`config.mk`:
```
export PLATFORM = sky130hd
export DESIGN_NAME = axil_cfg_master
export DESIGN_NICKNAME = d
export VERILOG_FILES = /design/src/rtl/axil_cfg_master.sv
export SDC_FILE = /design/constraint.sdc
export NUM_CORES = 1
export LEC_CHECK = 0
export BUFFER_PORTS_ARGS = -buffer_cell sky130_fd_sc_hd__buf_2
export CAP_MARGIN = 0
export CELL_PAD_IN_SITES_DETAIL_PLACEMENT = 0
export CELL_PAD_IN_SITES_GLOBAL_PLACEMENT = 1
export CORE_UTILIZATION = 31
export DETAILED_ROUTE_END_ITERATION = 6
export HOLD_SLACK_MARGIN = 0.02
export MAX_ROUTING_LAYER = met4
export PLACE_DENSITY = 0.8
export SYNTH_ARGS = -nofsm -noshare
export SYNTH_HDL_FRONTEND = slang
export SYNTH_SLANG_ARGS = --single-unit
```
`constraint.sdc`:
```
create_clock -name clk -period 1.9 [get_ports clk]
set_clock_uncertainty 0.15 [all_clocks]
set_input_delay 0.38 -clock clk [delete_from_list [all_inputs] [get_ports clk]]
set_output_delay 0.38 -clock clk [all_outputs]
set_load 0.005 [all_outputs]
```
`src/rtl/axil_cfg_master.sv`:
```
// AXI-Lite single-outstanding configuration master: turns a simple command/response
// handshake into AW/W/B or AR/R transactions, with an optional response-wait timeout.
module axil_cfg_master #(
  parameter int unsigned ADDR_WIDTH     = 32,
  parameter int unsigned DATA_WIDTH     = 32,
  parameter int unsigned TIMEOUT_CYCLES = 1024
) (
  input  logic                      clk,
  input  logic                      rst,
  input  logic                      cmd_valid,
  output logic                      cmd_ready,
  input  logic                      cmd_write,
  input  logic [ADDR_WIDTH-1:0]     cmd_addr,
  input  logic [DATA_WIDTH-1:0]     cmd_wdata,
  input  logic [DATA_WIDTH/8-1:0]   cmd_wstrb,
  output logic                      rsp_valid,
  input  logic                      rsp_ready,
  output logic [DATA_WIDTH-1:0]     rsp_rdata,
  output logic [1:0]                rsp_resp,
  output logic                      rsp_timeout,
  output logic                      awvalid,
  input  logic                      awready,
  output logic [ADDR_WIDTH-1:0]     awaddr,
  output logic                      wvalid,
  input  logic                      wready,
  output logic [DATA_WIDTH-1:0]     wdata,
  output logic [DATA_WIDTH/8-1:0]   wstrb,
  input  logic                      bvalid,
  output logic                      bready,
  input  logic [1:0]                bresp,
  output logic                      arvalid,
  input  logic                      arready,
  output logic [ADDR_WIDTH-1:0]     araddr,
  input  logic                      rvalid,
  output logic                      rready,
  input  logic [DATA_WIDTH-1:0]     rdata,
  input  logic [1:0]                rresp
);

  localparam int unsigned CNT_W   = 16;
  localparam bit          TO_EN   = (TIMEOUT_CYCLES != 0);
  localparam int unsigned TO_LAST = (TIMEOUT_CYCLES == 0)     ? 0 :
                                    (TIMEOUT_CYCLES > 65536)  ? 65535 : TIMEOUT_CYCLES - 1;

  typedef enum logic [2:0] {IDLE, WR_REQ, WR_RSP, RD_REQ, RD_RSP, RSP, DRAIN} state_t;

  state_t           state;
  logic [CNT_W-1:0] wait_cnt;
  logic             is_write;
  logic             expire;

  // Expiry only matters when the slave response has not shown up this cycle.
  assign expire = TO_EN && (wait_cnt == CNT_W'(TO_LAST));

  always_ff @(posedge clk) begin
    if (rst) begin
      state       <= IDLE;
      wait_cnt    <= '0;
      is_write    <= 1'b0;
      cmd_ready   <= 1'b0;
      awvalid     <= 1'b0;
      wvalid      <= 1'b0;
      bready      <= 1'b0;
      arvalid     <= 1'b0;
      rready      <= 1'b0;
      rsp_valid   <= 1'b0;
      rsp_rdata   <= '0;
      rsp_resp    <= '0;
      rsp_timeout <= 1'b0;
      awaddr      <= '0;
      wdata       <= '0;
      wstrb       <= '0;
      araddr      <= '0;
    end else begin
      case (state)
        IDLE: begin
          if (cmd_valid && cmd_ready) begin
            cmd_ready <= 1'b0;
            is_write  <= cmd_write;
            if (cmd_write) begin
              awaddr  <= cmd_addr;
              wdata   <= cmd_wdata;
              wstrb   <= cmd_wstrb;
              awvalid <= 1'b1;
              wvalid  <= 1'b1;
              state   <= WR_REQ;
            end else begin
              araddr  <= cmd_addr;
              arvalid <= 1'b1;
              state   <= RD_REQ;
            end
          end else begin
            cmd_ready <= 1'b1;
          end
        end
        WR_REQ: begin
          if (awready) awvalid <= 1'b0;
          if (wready)  wvalid  <= 1'b0;
          if ((!awvalid || awready) && (!wvalid || wready)) begin
            bready   <= 1'b1;
            wait_cnt <= '0;
            state    <= WR_RSP;
          end
        end
        RD_REQ: begin
          if (arready) begin
            arvalid  <= 1'b0;
            rready   <= 1'b1;
            wait_cnt <= '0;
            state    <= RD_RSP;
          end
        end
        WR_RSP, RD_RSP: begin
          if ((state == WR_RSP) ? bvalid : rvalid) begin
            bready      <= 1'b0;
            rready      <= 1'b0;
            rsp_valid   <= 1'b1;
            rsp_resp    <= (state == WR_RSP) ? bresp : rresp;
            rsp_rdata   <= (state == WR_RSP) ? '0 : rdata;
            rsp_timeout <= 1'b0;
            state       <= RSP;
          end else if (expire) begin
            // Readies drop while the timeout response is pending; DRAIN re-raises them.
            bready      <= 1'b0;
            rready      <= 1'b0;
            rsp_valid   <= 1'b1;
            rsp_resp    <= 2'b10;
            rsp_rdata   <= '0;
            rsp_timeout <= 1'b1;
            state       <= RSP;
          end else if (wait_cnt != '1) begin
            wait_cnt <= wait_cnt + CNT_W'(1);
          end
        end
        RSP: begin
          if (rsp_ready) begin
            rsp_valid <= 1'b0;
            if (rsp_timeout) begin
              bready <= is_write;
              rready <= !is_write;
              state  <= DRAIN;
            end else begin
              cmd_ready <= 1'b1;
              state     <= IDLE;
            end
          end
        end
        DRAIN: begin
          if ((bready && bvalid) || (rready && rvalid)) begin
            bready    <= 1'b0;
            rready    <= 1'b0;
            cmd_ready <= 1'b1;
            state     <= IDLE;
          end
        end
        default: state <= IDLE;
      endcase
    end
  end

endmodule

```
==> results.md <==
- Outcome: finished with violations
- Failing checks: setup timing
- First-pass GRT wire length: 33.4 mm
- TritonCTS Sinks: 162
- Worst EP required: 2.04 ns
- Min cycle time layout: 2.00 ns
- CP Launch Point: state[2]$_SDFFE_PP0P_
- Skew-Pair Late Insertion Delay: 0.42 ns
- Via-to-Cell Ratio: 5.07
- Master of the slowest instance on the critical path: or3_4
- Synth unique cells: 63
- Finished Cell Area: 10700 µm²
- CTS HTree Levels: 4
- Port Buffer Count: roughly 260
- Core area: 20200 µm²
- DP Worst Slack: -0.198 ns
- Total GRT Usage: 20.2%
- CP arrival: 2.14 ns
- FP Rows: 52
- Clock power share: 30.5%
- Iter 0 DRT Violations: 474
- Slew @ Worst Pin: 0.423 ns
- Die Ht: 146 µm
- RR Startpoint: state[2]$_SDFFE_PP0P_
- Fmax: 501 MHz
- Worst vdd ir: 688 µV
- Setup slack, reg-to-reg: -0.1 ns
- Mapped Area: 6410 µm²
- I/O pin count: roughly 260
- Final WS setup: -0.0965 ns
- Gpl congestion: 0.828
- Starting Density: between 30% and 40%
- Avg WL per Cell: around 17 µm
- DRC Markers: 0
- Commonest non-fill, non-tap cell in the layout: buf_2
- Number of buffers and inverters on the critical path: 2
- CTS tree: built
- Seq pwr share: 31.5%
- Vias in the first global route: 6348
- Hold/Removal Path Class: primary input to flip-flop
- Max cap viols: 0
- Ant diodes: 0
- Reg clk slew, reported paths: 0.07 ns
- Post-DP Area: ~8600 µm²
- Worst hold start: cmd_wdata[28]
- Root buffer cell: clkbuf_16
- Nets@finish: between 1000 and 1500
- Net Count, Synth: 893
- Synth Instances: 778
- Critical path class: flip-flop to flip-flop
- Endpoints failing hold: 0
- Internal: 8.28 mW
- RSZ-0062 raised after global routing: true
- Worst path max stage delay: 0.45 ns
- Overflow left after global routing: 0
- Total routed wirelength: about 23 mm
- Vias: 7046
- Synth Flop Type: dfxtp_1
- Commonest non-fill, non-tap cells in the layout: 254 x buf_2, 161 x nand2_1, 156 x dfxtp_1
- CTS max path bufs: 2
- Most used cell, CP: or3_4
- Synth warn: 0
- Routed Antenna Nets: 0
- Delay-heaviest family, CP: simple AND/OR/NAND/NOR gates
- Pwr dens: about 1200 nW/µm²
- Width of the die: 146 µm
- Die Footprint: 21300 µm²
- Switching power total: 4.19 mW
- Syn avg cell area: 8.25 µm²
- Area grow syn2layout: 66.2%
- Largest net degree at the start of global routing: 67
- Switch share: between 30 and 40%
- Final Setup Violations: ~140
- CTS buffer count: 17
- Register area share after synthesis: just over 50%
- Fin crit share: 105%
- Max-slew headroom: 71.8%
- Comb pwr share: 38.0%
- TritonRoute pass-1 iters: 5
- Crit start category: flip-flop
- Cells along the critical path: buf_6 -> or3_4 -> or3_4 -> clkbuf_16 -> nand2_2 -> a21oi_1
- Share of layout cells above drive strength 1: 52.3%
- EDFF count, synth: 0
- Crit path max fanout: 8
- Synth async-reset ratio: 0%
- Detailed Place HPWL: between 10 and 15 mm
- Critical Path Sink Type: flip-flop
- Max Slew Vio Count: 0
- Initial antenna violation count: 0
- Pleak: between 4 and 5 nW
- Seq cells post-synth: 162
-- state kept, by name, summed over array words and instances, names as in the netlist, 2 cells and up --
signal     count
state          3
wstrb          4
rsp_rdata     32
araddr        32
rsp_resp       2
awaddr        32
wdata         32
wait_cnt      16
-- logic make-up (layout without fill, tap and decap cells) --
kind of cell               after synthesis  in the layout  share of synthesized area, %
muxes                                    2              2                         0.390
DFF                                    162            162                          50.6
buffers and inverters                   66            408                          4.86
and+or+nand+nor                        339            340                          23.5
AOI/OAI and AO/OA                      208            208                          20.5
adders and majority gates                1              1                         0.195
-- synth_stat cells (2+ instances only) --
cell type	n	area, µm²
a211oi_1	2	15.0
a21oi_1	117	586
a22o_1	2	17.5
a22oi_1	33	248
a311oi_1	5	43.8
a31oi_1	4	25.0
a32o_1	10	100
and2_1	4	25.0
and3_1	4	25.0
and4_1	3	26.3
and4_4	2	22.5
buf_2	20	100
buf_4	6	45.0
buf_6	2	22.5
clkbuf_1	31	116
dfxtp_1	162	3240
inv_1	5	18.8
nand2_1	216	811
nand2b_1	5	31.3
nand3_1	5	25.0
nand4_1	16	100
nor2_1	51	191
nor2b_1	4	25.0
nor3_1	8	40.0
nor3_2	3	30.0
nor3b_1	3	22.5
nor4_1	5	31.3
o2111ai_1	3	26.3
o21ai_0	8	40.0
o21ai_2	2	17.5
o31ai_1	5	37.5
-- metrics by stage --
step                std cells  hold WS [ns]  utilization, %  power [mW]  TNS, ns
finish                   1391        0.0424            52.7        12.5    -6.27
global route             1391        0.0239            52.7        13.1   -14.89
CTS                      1368        0.0209            47.0        11.6    -3.66
detailed placement       1326         0.293            42.7        7.44   -11.10
global placement         1326         0.288            42.7        7.42    -7.45
floorplan                 778         0.303               -        5.89        0
-- routing by layer --
layer / track usage [%] / share of wire, % / vias up / wire [µm]
li1: - / - / 3387 / -
met1: 26.1 / 43 / 3318 / 10100
met2: 32.1 / 49 / 305 / 11300
met3: 4.36 / 6.3 / 36 / 1470
met4: 4.95 / 1.7 / 0 / 393
met5: - / 0 / - / 0
-- power by group through the flow --
stage	registers [mW]	clock network, mW	logic, mW
after floorplan	3.99	0	1.90
after global placement	3.97	0	3.45
after detailed placement	3.98	0	3.46
after CTS	3.90	3.89	3.84
after global routing	3.97	4.05	5.05
final	3.93	3.80	4.74
-- worst paths after layout --
path,endpoint,cells after the start
max,araddr[29]$_SDFFE_PP0P_,6
min,wdata[28]$_SDFFE_PP0P_,3
max reg2reg,araddr[29]$_SDFFE_PP0P_,6
min reg2reg,wdata[1]$_SDFFE_PP0P_,2
-- tightest hold or removal path, delay by kind of cell --
kind | cells | cell delay, ns
buffers and inverters | 1 | 0.09
AOI/OAI and AO/OA | 1 | 0.05
and+or+nand+nor | 1 | 0.04
-- final cells by class --
type | count | area, µm²
Clock inverter | 14 | 213
Inverter | 6 | 26.3
Tap cell | 270 | 338
Clock buffer | 17 | 425
Timing Repair Buffer | 371 | 2670
Fill cell | 1841 | 9570
Multi-Input combinational cell | 551 | 3740
Sequential cell | 162 | 3260
-- what timing repair did --
action / in CTS / in global routing
hold endpoints to repair: 0 / 1
pin swaps: 22 / 98
resized for setup: 21 / 202
setup buffers: 8 / 13
endpoints found under the setup margin: 154 / 157
cloned: 3 / 9
hold buffers: 0 / 1
Note: power is estimated with default switching activity, not from simulation.
